===== config.mk =====
export PLATFORM = sky130hd
export DESIGN_NAME = serial_alu_engine_flat
export DESIGN_NICKNAME = d
export VERILOG_FILES = /design/src/rtl/serial_alu_engine_pkg.sv /design/src/rtl/serial_alu_engine_if.sv /design/src/rtl/serial_alu_engine_bit.sv /design/src/rtl/serial_alu_engine.sv /design/src/flat_wrapper.sv
export SDC_FILE = /design/constraint.sdc
export NUM_CORES = 1
export LEC_CHECK = 0
export ABC_AREA = 1
export BUFFER_PORTS_ARGS = -buffer_cell sky130_fd_sc_hd__buf_2
export CORE_ASPECT_RATIO = 0.7
export CORE_MARGIN = 5
export CORE_UTILIZATION = 55
export CTS_CLUSTER_SIZE = 16
export DETAILED_ROUTE_END_ITERATION = 7
export PLACE_DENSITY = 0.79
export SLEW_MARGIN = 20
export SYNTH_ARGS = -nofsm -noshare
export SYNTH_HDL_FRONTEND = slang
export SYNTH_SLANG_ARGS = --single-unit

===== constraint.sdc =====
create_clock -name clk -period 2.9 [get_ports clk]
set_input_delay 0.29 -clock clk [delete_from_list [all_inputs] [get_ports clk]]
set_output_delay 0.29 -clock clk [all_outputs]
set_load 0.01 [all_outputs]

===== src/rtl/serial_alu_engine_pkg.sv =====
`default_nettype none
// ============================================================================
// Module      : serial_alu_pkg
// Description : Shared opcode and state encodings for the bit-serial ALU.
// Revision    : 1.0 - initial release
// ============================================================================
package serial_alu_pkg;

  localparam int OP_W = 3;

  typedef enum logic [OP_W-1:0] {
    OP_ADD   = 3'b000,
    OP_SUB   = 3'b001,
    OP_AND   = 3'b010,
    OP_OR    = 3'b011,
    OP_XOR   = 3'b100,
    OP_PASSA = 3'b101,
    OP_PASSB = 3'b110,
    OP_NOTA  = 3'b111
  } op_e;

  typedef enum logic [1:0] {
    IDLE = 2'b00,
    EXEC = 2'b01,
    DONE = 2'b10
  } state_e;

endpackage
`default_nettype wire


===== src/rtl/serial_alu_engine_if.sv =====
`default_nettype none
// ============================================================================
// Module      : serial_alu_engine_if
// Description : Control/data bundle between a driver and the serial ALU.
// Revision    : 1.0 - initial release
// ============================================================================
interface serial_alu_engine_if #(
  parameter int WIDTH = 8
);
  import serial_alu_pkg::*;

  logic             din;
  logic             load;
  logic             start;
  op_e              op;
  logic             rd;
  logic             busy;
  logic             done;
  logic [WIDTH-1:0] result;
  logic             carry;
  logic             zero;
  logic             dout;

  modport master (
    output din, load, start, op, rd,
    input  busy, done, result, carry, zero, dout
  );

  modport slave (
    input  din, load, start, op, rd,
    output busy, done, result, carry, zero, dout
  );

endinterface
`default_nettype wire


===== src/rtl/serial_alu_engine_bit.sv =====
`default_nettype none
// ============================================================================
// Module      : serial_alu_bit
// Description : One-bit combinational ALU slice; B is inverted here for SUB so
//               the caller only supplies raw operand bits and the carry flop.
// Revision    : 1.0 - initial release
// ============================================================================
module serial_alu_bit
  import serial_alu_pkg::*;
(
  input  wire logic a,
  input  wire logic b,
  input  wire logic cin,
  input  wire op_e  op,
  output logic      r,
  output logic      cout
);

  logic bx;

  // Full-adder path with optional B inversion, plus the bitwise operations
  always_comb begin
    bx   = (op == OP_SUB) ? ~b : b;
    cout = (a & bx) | (a & cin) | (bx & cin);
    r    = 1'b0;
    case (op)
      OP_ADD, OP_SUB: r = a ^ bx ^ cin;
      OP_AND:         r = a & b;
      OP_OR:          r = a | b;
      OP_XOR:         r = a ^ b;
      OP_PASSA:       r = a;
      OP_PASSB:       r = b;
      OP_NOTA:        r = ~a;
      default:        r = 1'b0;
    endcase
  end

endmodule
`default_nettype wire


===== src/rtl/serial_alu_engine.sv =====
`default_nettype none
// ============================================================================
// Module      : serial_alu_engine
// Description : Bit-serial ALU. Operands shift in from din, the operation runs
//               LSB-first one bit per clock, and the operands rotate back to
//               their original position so operations can be chained.
// Revision    : 1.0 - initial release
// ============================================================================
module serial_alu_engine
  import serial_alu_pkg::*;
#(
  parameter int WIDTH = 8
) (
  input wire logic          clk,
  input wire logic          rst,
  serial_alu_engine_if.slave bus
);

  localparam int CNT_W = (WIDTH > 1) ? $clog2(WIDTH) : 1;
  localparam logic [CNT_W-1:0] LAST_BIT = CNT_W'(WIDTH - 1);

  state_e               state;
  op_e                  op_q;
  logic [2*WIDTH-1:0]   opnd;     // A = upper half, B = lower half
  logic [WIDTH-1:0]     sh;       // result assembles here, MSB-in
  logic [WIDTH-1:0]     result_q;
  logic [CNT_W-1:0]     cnt;
  logic                 cf;       // running carry between bit slices
  logic                 zacc;     // OR of every result bit produced so far
  logic                 busy_q;
  logic                 done_q;
  logic                 carry_q;
  logic                 zero_q;
  logic                 r_bit;
  logic                 c_bit;
  logic                 arith;

  assign arith = (op_q == OP_ADD) || (op_q == OP_SUB);

  serial_alu_bit u_bit (
    .a    (opnd[WIDTH]),
    .b    (opnd[0]),
    .cin  (cf),
    .op   (op_q),
    .r    (r_bit),
    .cout (c_bit)
  );

  // Control FSM with all datapath registers and registered outputs
  always_ff @(posedge clk) begin
    if (rst) begin
      state    <= IDLE;
      op_q     <= OP_ADD;
      opnd     <= '0;
      sh       <= '0;
      result_q <= '0;
      cnt      <= '0;
      cf       <= 1'b0;
      zacc     <= 1'b0;
      busy_q   <= 1'b0;
      done_q   <= 1'b0;
      carry_q  <= 1'b0;
      zero_q   <= 1'b0;
    end else begin
      case (state)
        IDLE: begin
          if (bus.start) begin
            op_q   <= bus.op;
            cnt    <= '0;
            zacc   <= 1'b0;
            cf     <= (bus.op == OP_SUB);
            busy_q <= 1'b1;
            state  <= EXEC;
          end else if (bus.load) begin
            opnd <= {opnd[2*WIDTH-2:0], bus.din};
          end else if (bus.rd) begin
            result_q <= {result_q[WIDTH-2:0], result_q[WIDTH-1]};
          end
        end
        EXEC: begin
          sh   <= {r_bit, sh[WIDTH-1:1]};
          // Rotate A and B right independently so both return home after WIDTH steps
          opnd <= {opnd[WIDTH], opnd[2*WIDTH-1:WIDTH+1], opnd[0], opnd[WIDTH-1:1]};
          if (arith) cf <= c_bit;
          zacc <= zacc | r_bit;
          cnt  <= cnt + 1'b1;
          // Final bit: publish outputs on this edge so they appear in the DONE cycle
          if (cnt == LAST_BIT) begin
            state    <= DONE;
            busy_q   <= 1'b0;
            done_q   <= 1'b1;
            result_q <= {r_bit, sh[WIDTH-1:1]};
            zero_q   <= ~(zacc | r_bit);
            if (arith) carry_q <= c_bit;
          end
        end
        DONE: begin
          done_q <= 1'b0;
          state  <= IDLE;
        end
        default: state <= IDLE;
      endcase
    end
  end

  assign bus.busy   = busy_q;
  assign bus.done   = done_q;
  assign bus.result = result_q;
  assign bus.carry  = carry_q;
  assign bus.zero   = zero_q;
  assign bus.dout   = result_q[WIDTH-1];

endmodule
`default_nettype wire


===== src/flat_wrapper.sv =====
// flat-port wrapper written by rule: the top's interface ports become plain ports
module serial_alu_engine_flat import serial_alu_pkg::*;
#(
  parameter int WIDTH = 8
)
  (clk, rst, bus_din, bus_load, bus_start, bus_op, bus_rd, bus_busy, bus_done, bus_result, bus_carry, bus_zero, bus_dout);
  serial_alu_engine_if #(.WIDTH(WIDTH)) bus_i ();
  input wire logic clk;
  input wire logic rst;
  input wire logic [$bits(bus_i.din)-1:0] bus_din;
  input wire logic [$bits(bus_i.load)-1:0] bus_load;
  input wire logic [$bits(bus_i.start)-1:0] bus_start;
  input wire logic [$bits(bus_i.op)-1:0] bus_op;
  input wire logic [$bits(bus_i.rd)-1:0] bus_rd;
  output wire logic [$bits(bus_i.busy)-1:0] bus_busy;
  output wire logic [$bits(bus_i.done)-1:0] bus_done;
  output wire logic [$bits(bus_i.result)-1:0] bus_result;
  output wire logic [$bits(bus_i.carry)-1:0] bus_carry;
  output wire logic [$bits(bus_i.zero)-1:0] bus_zero;
  output wire logic [$bits(bus_i.dout)-1:0] bus_dout;
  assign bus_i.din = bus_din;
  assign bus_i.load = bus_load;
  assign bus_i.start = bus_start;
  assign bus_i.op = bus_op;
  assign bus_i.rd = bus_rd;
  assign bus_busy = bus_i.busy;
  assign bus_done = bus_i.done;
  assign bus_result = bus_i.result;
  assign bus_carry = bus_i.carry;
  assign bus_zero = bus_i.zero;
  assign bus_dout = bus_i.dout;
  serial_alu_engine #(.WIDTH(WIDTH)) u_core (.clk(clk), .rst(rst), .bus(bus_i));
endmodule

==> key figures <==
Cells and area
  – Nets@finish: 315
  – Register Area: 901 um^2
  – Multi-input logic area: 923 um^2
  – Share of cells above drive strength 1: 0.136
  – Post-route insts no fill: 352
  – Fill count: 348
  – Area grow syn2layout: 9.35%
  – Ant. Diodes: 0

Critical path
  – Setup CP Type: reg2reg
  – Worst Setup End Kind: register
  – CP Max Fanout: 4
  – Worst r2r path cells: 9
  – Worst r2r src: u_core.op_q[2]$_SDFFE_PP0P_
  – Worst setup SP type: register
  – Critical Path AT: 2060 ps
  – WP data required: 3130 ps
  – Reg2reg setup slack: 1080 ps
  – Reg-to-Reg End: u_core.sh[7]$_SDFFE_PP0P_

Routing
  – # DRC: 0
  – Initial DRC Count: 111
  – Vias: 1,732
  – Routed Wire Length: 3910 um
  – Wire length per cell: 11.1 um
  – Vias per cell: 4.92
  – Routed Antenna Nets: 0
  – DR pass1 iterations: 4

Clocking
  – CTS root buffer: clkbuf_8
  – CTS max path bufs: 2
  – Post-CTS Setup Inserts: 0
  – Clock slew at reported path FFs: 80 ps
  – Sink Count: 45
  – Skew-Pair Late Insertion Delay: 300 ps
  – Num CTS Buffers: 5
  – CTS resizes: 0
  – H-tree depth: 2
  – # hold bufs at CTS: 0
  – CTS tree: done

GRT
  – Initial antenna violation count: 0
  – Met3 usage in global routing: 0.0655
  – Met1 Usage GRT: 0.213
  – Routing usage on met2: 0.265
  – Largest net degree at the start of global routing: 34
  – First-pass GRT wire length: 6740 um
  – Grt peak-use layer: met2
  – Vias in the first global route: 1,541
  – Gr usage total: 0.169
  – Total grt overflow: 0

STA
  – Actual slew at the worst max-slew pin: 811 ps
  – Slew headroom: 0.459
  – Final Hold Fails: 0
  – Final max-slew violation count: 0
  – Upper clock frequency limit: 0.548 GHz
  – Final TNS setup: 0 ps
  – Fin crit share: 0.629
  – RSZ-0062 raised after global routing: false
  – Worst Skew: 4.45 ps
  – Final min period: 1820 ps
  – Final setup fails: 0
  – Setup ws final: 1080 ps

Yosys
  – Post-synth EDFFs: 0
  – #FFs+latches synth: 45
  – Cells after Synth: 286
  – Yosys warns: 0
  – Synth cell types: 23
  – Syn Nets: 300
  – Post-synth ARST share: 0
  – Mapped Area: 2050 um^2
  – Post-synthesis sequential area ratio: 0.440
  – Avg Inst Size Synth: 7.16 um^2
  – Prevailing post-synth register cell: dfxtp_1

Power and ir drop
  – Cell Pwr Density: 596 nW/um^2
  – Pleak: 0.980 nW
  – Pwr Total: 1.34 mW
  – VDD IR-drop max: 0.414 mV

Floorplanning
  – Die height: 61.1 um
  – Initial Utilization: 0.576
  – Rows: 18
  – Die width: 82.9 um
  – DIE AREA: 5060 um^2
  – Core Area: 3560 um^2
  – IO Pins: 22

Flow run
  – Max Cap Viol: 0

Place
  – Post-DP HPWL: 2700 um
  – Number of port buffers: 21
  – Post-Place Worst Slack: 1130 ps
  – Post-placement cell count: 344
  – RePlAce Congestion: 0.977

Min path
  – Worst hold stages: 3
  – HP Class: in2reg
  – Hold Startpoint: bus_op[1]
  – WHS Endpoint: u_core.op_q[1]$_SDFFE_PP0P_

Status
  – Outcome: complete, no violations
-- area by class of cell --
cell class | count | area share
clock inverter | 1 | 0.00223
multi-input combinational | 191 | 0.412
timing repair buffer | 23 | 0.0536
tap | 50 | 0.0279
inverter | 35 | 0.0587
sequential | 45 | 0.402
clock buffer | 7 | 0.0430
-- sequential cells by signal, indices dropped and copies added, names as in the netlist --
register	count
u_core.cf	1
u_core.bus.busy	1
u_core.sh	7
u_core.state	2
u_core.op_q	3
u_core.bus.done	1
u_core.opnd	16
u_core.bus.carry	1
u_core.cnt	3
u_core.bus.result	8
u_core.zacc	1
u_core.bus.zero	1
-- where the power goes --
group          total (mW)  switching, mW  internal, mW  leakage (nW)
Combinational       0.225          0.144        0.0808         0.556
Sequential          0.690         0.0275         0.663         0.369
Clock               0.421          0.205         0.215        0.0542
Total                1.34          0.377         0.959         0.980
-- worst max-delay path, cell delays in order (launching register included) --
cell and delay [ps]:
dfxtp_1 340, nor2_1 150, nand2_1 80, xor2_1 170
fa_1 440, a21oi_1 150, o21ai_0 140, nand2_1 100
nand2_1 80, a21oi_1 130
-- metrics by stage --
step                 util  instance area [um^2]  hold WS [ps]
floorplan               -                  2050           359
detailed placement  0.601                  2140           449
global placement    0.601                  2140           447
global route        0.629                  2240           279
CTS                 0.629                  2240           274
finish              0.629                  2240           279
-- cells in the mapped netlist, drive strengths merged, types with 4 or more instances --
master / count / share of area
a21oi: 36 / 0.090
buf: 10 / 0.036
clkbuf: 5 / 0.0092
dfxtp: 45 / 0.44
ha: 4 / 0.024
inv: 34 / 0.062
nand2: 64 / 0.12
nand3: 6 / 0.021
nor2: 27 / 0.051
o21ai: 50 / 0.12
-- cells by family (layout without fill, tap and decap cells) --
| group | count (synthesis) | in the layout | synth area share |
|---|---|---|---|
| simple gates | 97 | 97 | 0.191 |
| buf+inv | 50 | 66 | 0.109 |
| xor+xnor | 1 | 1 | 0.00428 |
| fa+ha+maj | 5 | 5 | 0.0342 |
| flops | 45 | 45 | 0.440 |
| compound gates | 88 | 88 | 0.221 |
-- routing by layer --
layer	wire, um	part of all wire
met1	2030	0.52
met2	1600	0.41
met3	219	0.056
met4	61	0.016
met5	0	0
-- how the worst max path moves through the flow --
stage                                      endpoint  slack [ps]  cells after the start                        start
final                     u_core.sh[7]$_SDFFE_PP0P_        1080                      9  u_core.op_q[2]$_SDFFE_PP0P_
after global routing      u_core.sh[7]$_SDFFE_PP0P_         880                      9  u_core.op_q[2]$_SDFFE_PP0P_
after CTS                 u_core.sh[7]$_SDFFE_PP0P_        1100                      9  u_core.op_q[2]$_SDFFE_PP0P_
after detailed placement  u_core.sh[7]$_SDFFE_PP0P_        1130                      9  u_core.op_q[2]$_SDFFE_PP0P_
after global placement    u_core.sh[7]$_SDFFE_PP0P_        1190                      9  u_core.op_q[2]$_SDFFE_PP0P_
after floorplan           u_core.sh[7]$_SDFFE_PP0P_        1290                      9  u_core.op_q[2]$_SDFFE_PP0P_
-- placed cells by master, fill, tap and decap left out, drive strengths merged --
| cell type | count |
|---|---|
| fa | 1 |
| a21oi | 36 |
| nor2 | 27 |
| clkbuf | 7 |
| clkinv | 2 |
| xor2 | 1 |
| inv | 34 |
| o211ai | 1 |
| nand2 | 64 |
| buf | 23 |
| nand3 | 6 |
| ha | 4 |
| a31oi | 1 |
| o21ai | 50 |
| dfxtp | 45 |
(Power assumes the default switching activity.)
